==> config.mk <==
export PLATFORM = sky130hd
export DESIGN_NAME = bullet_engine
export DESIGN_NICKNAME = d
export VERILOG_FILES = /design/src/rtl/tank_pkg.sv /design/src/rtl/bullet_collide.sv /design/src/rtl/bullet_engine.sv
export SDC_FILE = /design/constraint.sdc
export NUM_CORES = 1
export LEC_CHECK = 0
export CORE_MARGIN = 10
export CORE_UTILIZATION = 50
export CTS_BUF_LIST = sky130_fd_sc_hd__clkbuf_2
export CTS_CLUSTER_DIAMETER = 50
export DETAILED_ROUTE_END_ITERATION = 10
export GPL_TIMING_DRIVEN = 0
export PLACE_DENSITY = 0.75
export SLEW_MARGIN = 20
export SYNTH_ARGS = -nofsm -noshare
export SYNTH_HDL_FRONTEND = slang
export SYNTH_SLANG_ARGS = --single-unit
export TNS_END_PERCENT = 5
==> constraint.sdc <==
create_clock -name clk -period 5.9 [get_ports clk]
set_input_delay 0.885 -clock clk [delete_from_list [all_inputs] [get_ports clk]]
set_output_delay 0.885 -clock clk [all_outputs]
set_load 0.05 [all_outputs]
==> src/rtl/tank_pkg.sv <==
// Shared tank-game definitions: wall map, direction codes, cell size and
// the renderer object-state packing helper.
package tank_pkg;
   localparam int unsigned CELL_PX    = 32;
   localparam int unsigned CELL_SHIFT = $clog2(CELL_PX);

   typedef enum logic [1:0] {UP = 2'b00, DOWN = 2'b01, LEFT = 2'b10, RIGHT = 2'b11} dir_e;
   typedef enum logic [1:0] {ST_IDLE, ST_FLY, ST_EXPLODE} bullet_fsm_e;

   // Indexed WALL_MAP[x_cell][y_cell]: border ring plus a 2x2 block at cells 7..8.
   localparam logic [15:0][15:0] WALL_MAP = {
      16'hFFFF, 16'h8001, 16'h8001, 16'h8001, 16'h8001, 16'h8001, 16'h8001, 16'h8181,
      16'h8181, 16'h8001, 16'h8001, 16'h8001, 16'h8001, 16'h8001, 16'h8001, 16'hFFFF};

   function automatic logic wall_at(input logic [11:0] px, input logic [11:0] py);
      return WALL_MAP[px[CELL_SHIFT +: 4]][py[CELL_SHIFT +: 4]];
   endfunction

   function automatic logic [31:0] pack_obj(input logic [1:0] obj_type, input logic active,
                                            input logic [9:0] px, input logic [9:0] py,
                                            input logic [1:0] dir, input logic [2:0] row,
                                            input logic [2:0] col);
      return {1'b0, obj_type, active, px, py, dir, row, col};
   endfunction
endpackage

==> src/rtl/bullet_collide.sv <==
// Combinational wall/edge check for a 4x4 projectile about to move STEP
// pixels in direction i_dir; tests both leading corners of the candidate box.
module bullet_collide
   import tank_pkg::*;
(
   input  logic [9:0] i_pos_x,
   input  logic [9:0] i_pos_y,
   input  dir_e       i_dir,
   input  logic [9:0] i_step,
   output logic       o_blocked
);
   logic [11:0] w_x, w_y, w_step, w_lead;

   always_comb begin
      w_x       = {2'b00, i_pos_x};
      w_y       = {2'b00, i_pos_y};
      w_step    = {2'b00, i_step};
      w_lead    = '0;
      o_blocked = 1'b0;
      case (i_dir)
         UP: begin
            w_lead    = w_y - w_step;
            o_blocked = (w_y < w_step) || wall_at(w_x, w_lead) || wall_at(w_x + 12'd3, w_lead);
         end
         DOWN: begin
            w_lead    = w_y + w_step + 12'd3;
            o_blocked = (w_lead >= 12'd512) || wall_at(w_x, w_lead) || wall_at(w_x + 12'd3, w_lead);
         end
         LEFT: begin
            w_lead    = w_x - w_step;
            o_blocked = (w_x < w_step) || wall_at(w_lead, w_y) || wall_at(w_lead, w_y + 12'd3);
         end
         RIGHT: begin
            w_lead    = w_x + w_step + 12'd3;
            o_blocked = (w_lead >= 12'd512) || wall_at(w_lead, w_y) || wall_at(w_lead, w_y + 12'd3);
         end
      endcase
   end
endmodule

==> src/rtl/bullet_engine.sv <==
// Single-bullet projectile engine: launch, tick-paced flight, wall/edge stop and
// tank hit pulse. Define BULLET_EXPLODE_EN to add a timed EXPLODE state.
module bullet_engine
   import tank_pkg::*;
#(
   parameter int         STEP           = 4,
   parameter int         MOVE_DIV       = 2,
   parameter logic [1:0] OBJ_TYPE       = 2'd3,
   parameter int         EXPLODE_CYCLES = 8
) (
   input  logic        clk,
   input  logic        reset,
   input  logic        game_over,
   input  logic        bullet_fire,
   input  logic [1:0]  bullet_direction,
   input  logic [9:0]  tank_x,
   input  logic [9:0]  tank_y,
   input  logic [9:0]  target_x,
   input  logic [9:0]  target_y,
   input  logic        target_active,
   output logic        killed,
   output logic        busy,
   output logic [31:0] bullet_state
);
   localparam int          TW        = (MOVE_DIV > 1) ? $clog2(MOVE_DIV) : 1;
   localparam logic [TW-1:0] TICK_LAST = TW'(MOVE_DIV - 1);
   localparam logic [9:0]  STEP_V    = 10'(STEP);
   localparam logic [9:0]  SPAWN_OFS = 10'd14;

`ifdef BULLET_EXPLODE_EN
   localparam bullet_fsm_e AFTER_FLY      = ST_EXPLODE;
   localparam logic        BUSY_AFTER_FLY = 1'b1;
   localparam int          EW       = (EXPLODE_CYCLES > 1) ? $clog2(EXPLODE_CYCLES) : 1;
   localparam logic [EW-1:0] EXP_LAST = EW'(EXPLODE_CYCLES - 1);
   logic [EW-1:0] r_exp_cnt;
`else
   localparam bullet_fsm_e AFTER_FLY      = ST_IDLE;
   localparam logic        BUSY_AFTER_FLY = 1'b0;
`endif

   bullet_fsm_e   r_state;
   dir_e          r_dir;
   logic [9:0]    r_pos_x, r_pos_y;
   logic [TW-1:0] r_tick;
   logic          r_killed, r_busy;

   logic          w_blocked, w_hit, w_tick_due;
   logic [9:0]    w_next_x, w_next_y;
   logic [11:0]   w_bx, w_by, w_gx, w_gy;

   bullet_collide u_collide (
      .i_pos_x  (r_pos_x),
      .i_pos_y  (r_pos_y),
      .i_dir    (r_dir),
      .i_step   (STEP_V),
      .o_blocked(w_blocked)
   );

   assign w_bx       = {2'b00, r_pos_x};
   assign w_by       = {2'b00, r_pos_y};
   assign w_gx       = {2'b00, target_x};
   assign w_gy       = {2'b00, target_y};
   assign w_hit      = target_active && (w_bx <= w_gx + 12'd31) && (w_bx + 12'd3 >= w_gx)
                                     && (w_by <= w_gy + 12'd31) && (w_by + 12'd3 >= w_gy);
   assign w_tick_due = (r_tick == TICK_LAST);

   always_comb begin
      w_next_x = r_pos_x;
      w_next_y = r_pos_y;
      case (r_dir)
         UP:    w_next_y = r_pos_y - STEP_V;
         DOWN:  w_next_y = r_pos_y + STEP_V;
         LEFT:  w_next_x = r_pos_x - STEP_V;
         RIGHT: w_next_x = r_pos_x + STEP_V;
      endcase
   end

   // A hit holds FLY for the cycle killed is high; the exit happens as killed drops.
   always_ff @(posedge clk) begin
      if (reset) begin
         r_state  <= ST_IDLE;
         r_dir    <= UP;
         r_pos_x  <= '0;
         r_pos_y  <= '0;
         r_tick   <= '0;
         r_killed <= 1'b0;
         r_busy   <= 1'b0;
      end else if (game_over) begin
         r_killed <= 1'b0;
      end else begin
         case (r_state)
            ST_IDLE: if (bullet_fire) begin
               r_state <= ST_FLY;
               r_busy  <= 1'b1;
               r_dir   <= dir_e'(bullet_direction);
               r_pos_x <= tank_x + SPAWN_OFS;
               r_pos_y <= tank_y + SPAWN_OFS;
               r_tick  <= '0;
            end
            ST_FLY: begin
               if (r_killed) begin
                  r_killed <= 1'b0;
                  r_state  <= AFTER_FLY;
                  r_busy   <= BUSY_AFTER_FLY;
               end else if (w_hit) begin
                  r_killed <= 1'b1;
               end else begin
                  r_tick <= w_tick_due ? '0 : r_tick + TW'(1);
                  if (w_tick_due) begin
                     if (w_blocked) begin
                        r_state <= AFTER_FLY;
                        r_busy  <= BUSY_AFTER_FLY;
                     end else begin
                        r_pos_x <= w_next_x;
                        r_pos_y <= w_next_y;
                     end
                  end
               end
            end
`ifdef BULLET_EXPLODE_EN
            ST_EXPLODE: if (r_exp_cnt == EXP_LAST) begin
               r_state <= ST_IDLE;
               r_busy  <= 1'b0;
            end
`endif
            default: r_state <= ST_IDLE;
         endcase
      end
   end

`ifdef BULLET_EXPLODE_EN
   always_ff @(posedge clk) begin
      if (reset || r_state != ST_EXPLODE) r_exp_cnt <= '0;
      else if (!game_over)                r_exp_cnt <= r_exp_cnt + EW'(1);
   end
`endif

   always_comb begin
      case (r_state)
         ST_FLY:     bullet_state = pack_obj(OBJ_TYPE, 1'b1, r_pos_x, r_pos_y, r_dir, 3'b001, 3'd0);
         ST_EXPLODE: bullet_state = pack_obj(OBJ_TYPE, 1'b0, r_pos_x, r_pos_y, r_dir, 3'b001, 3'd4);
         default:    bullet_state = pack_obj(OBJ_TYPE, 1'b0, '0, '0, 2'b00, '0, '0);
      endcase
   end

   assign killed = r_killed;
   assign busy   = r_busy;
endmodule

==> metrics.txt <==
# H-tree levels=1; gr usage total=~23%; hold_buf cts=0; total power=about 800 µW; area post-placement=between 6000 and 7000 µm²; most frequent cells after synthesis=78 x nor2_1, 57 x nand2_1, 53 x ha_1, 50 x xnor2_1, 46 x inv_1; P&R area growth vs syn=18.1%; PwrDens=~130 nW/µm²; Die ar.=roughly 15000 µm²; Critical Path Sink Type=flip-flop; Tmin final=approximately 4.8 ns; Worst-Margin Slew=0.768 ns; worst skew pair latency=around 0.42 ns; worst r2r path cells=16; number of global-route vias before repair=between 5000 and 6000; Post-CTS Setup Bufs=0; Post-synth EDFFs=0; Critical Path Max Stage Delay=about 0.65 ns; hold-critical path depth=2; Final HPWL DP=14.0 mm; CTS clk-pin slew, worst paths=about 0.34 ns; Max-cap violations=0; post-synthesis sequential area ratio=approximately a tenth; Core Box Area=between 9000 and 10000 µm²; layout cells sized above 1=between 6 and 7%; crit share post-route=around 82%; top-count cell post-synth=nor2_1; Reg2Reg Setup Slack=roughly 1.3 ns; clk sinks=27; routed via count=5648; Placement Rows=36; Layout Skew=between 0.03 and 0.04 ns; number of detailed-route iterations in the first pass=7; DRT antenna net count=0; worst-path maximum fanout=9; cts bufs inserted=3; Slowest-stage cell, CP=or4b_1; Max Slew Vio Count=0; top-area cell type share of the netlist area=approximately 13%; initial antenna violation count=1; worst path cell trace=clkdlybuf4s50_1 -> inv_1 -> ha_1 -> nand3_1 -> o21ai_2 -> nor2_1 -> xnor2_1 -> ha_1 -> a21o_1 -> a21o_1 -> a2111oi_0 -> o41ai_1 -> or4b_1 -> nor2b_1 -> and3_1 -> a21oi_2 -> a21oi_1 -> o32ai_1; Die H=about 120 µm; largest net degree at the start of global routing=16; clock tree root driver cell=clkbuf_2; TritonCTS clock tree=built; Worst Hold Class=flip-flop to flip-flop; chip width=roughly 120 µm; filler instances=960; Remaining Overflow, GRT=0; critical path class=input pin to flip-flop; DRT Wirelength=17.2 mm; FFs w/ async S/R, synth=0%; Hold Slack=0.573 ns; Starting Density=between 50% and 60%; dominant synthesized flop cell=dfxtp_1; critical path data required time=between 6 and 7 ns; register bit total from synthesis=27; Final Util=61.1%; Synth Instances=between 700 and 800; final setup fails=0; Clock Tree Buf Depth=2; Hold Fails Final Rpt=0; Crit path arrival time=between 5 and 6 ns; Max IR drop VDD=~86 µV; outcome=complete, no violations; Max-slew headroom=between 40% and 50%; Post-CTS Resized=0; top cells by area, synth=ha_1 13%, dfxtp_1 11%, xnor2_1 8.6%; Via density=between 5 and 6; setup TNS=0 ns; first-pass GRT wire length=28.2 mm; Mean Syn Cell Area=around 7 µm²; Yosys cell types=83; routability congestion estimate=around 1.0; leakage=2.48 nW; routed len/inst=18.3 µm; Post-route DRC=0; Ys Warns=0; drt first-iter violations=about 610; IO Port Bufs=71; RSZ-0062 raised after global routing=no; I/O pins=81; Layout Nets=~910; Peak Freq=a little over 200 MHz; Mapped Area=~5100 µm²; cell area after layout=around 6000 µm²; Worst setup SP type=input pin; Synth area leader=ha_1
## worst max-delay path: cells and delay by family
family / cells / cell delay (ns)
adder cells (fa/ha/maj): 2 / 0.48
AO/OA/AOI/OAI: 8 / 1.82
XOR/XNOR: 1 / 0.13
buffers and inverters: 2 / 0.56
AND/OR/NAND/NOR: 5 / 1.27
## cell type report
| class | count | area (µm²) | share of cell area (%) |
|---|---|---|---|
| Antenna cell | 1 | 2.50 | 0.0415 |
| Clock inverter | 1 | 5.00 | 0.0830 |
| Multi-Input combinational cell | 610 | 4170 | 69.1 |
| Buffer | 49 | 248 | 4.11 |
| Timing Repair Buffer | 71 | 711 | 11.8 |
| Inverter | 47 | 176 | 2.93 |
| Tap cell | 133 | 166 | 2.76 |
| Clock buffer | 3 | 15.0 | 0.249 |
| Sequential cell | 27 | 541 | 8.96 |
## flip-flops by register name, indices dropped and copies added (netlist names), named ones only
register,cells
r_pos_x,10
killed,1
r_pos_y,10
r_tick,1
r_dir,2
busy,1
## cell usage in the layout (no fill, tap or decap), types with 4 or more instances in the layout
cell type	netlist	layout
nand2b_1	14	14
dfxtp_1	27	27
o211ai_1	6	6
conb_1	2	8
xor2_1	16	16
nand3_1	28	28
a21oi_1	45	45
buf_2	12	12
buf_1	5	5
and2_1	10	10
nand2_1	57	57
o21ai_0	26	26
buf_4	13	13
o21ai_1	5	5
clkbuf_1	19	19
inv_1	46	46
xnor2_1	50	50
nor2b_1	12	12
a31oi_1	6	6
a211oi_1	10	10
o21a_1	4	4
nor3_1	25	25
or3_1	7	7
ha_1	53	53
nor4_1	6	6
a21o_1	7	7
nor2_1	78	78
o2111ai_1	4	4
nand4_1	14	14
nor3b_1	4	4
and3_1	10	10
o22ai_1	9	9
mux2i_1	16	16
clkdlybuf4s50_1	0	71
## metrics by stage
stage / setup WS [ns] / std cells
final: 1.09 / 942
after global routing: 0.687 / 942
after CTS: 1.12 / 941
after detailed placement: 0.683 / 937
after global placement: 0.750 / 937
after floorplan: 1.62 / 733
## metal layers
metal	up-vias	track usage, %	part of all wire, %
li1	2758	-	-
met1	2609	32.3	47
met2	265	36.1	44
met3	16	3.58	8.7
met4	0	4.15	0.94
met5	-	0	0
## path summary, 6_finish.rpt
path,startpoint,endpoint
setup / recovery,target_y[0],r_pos_y[7]
hold / removal,r_tick,r_tick
setup reg to reg,r_pos_y[8],r_pos_x[8]
hold reg to reg,r_tick,r_tick
## power by group
part	internal, mW	leakage, nW	switching, mW	total (mW)
sequential	0.196	0.221	0.0238	0.220
clock	0.0154	0.0164	0.0696	0.0849
combinational	0.202	2.24	0.291	0.493
total	0.414	2.48	0.384	0.798
## logic make-up after synthesis
family                     count (synthesis)  synth area share (%)
and+or+nand+nor                          289                  29.3
AOI/OAI and AO/OA                        175                  23.5
buffers and inverters                     96                  8.30
xor gates and xnor gates                  67                  11.6
adders and majority gates                 53                  13.0
DFF                                       27                  10.6
muxes                                     18                  3.58
other                                      2                 0.147
(Power assumes the default switching activity.)
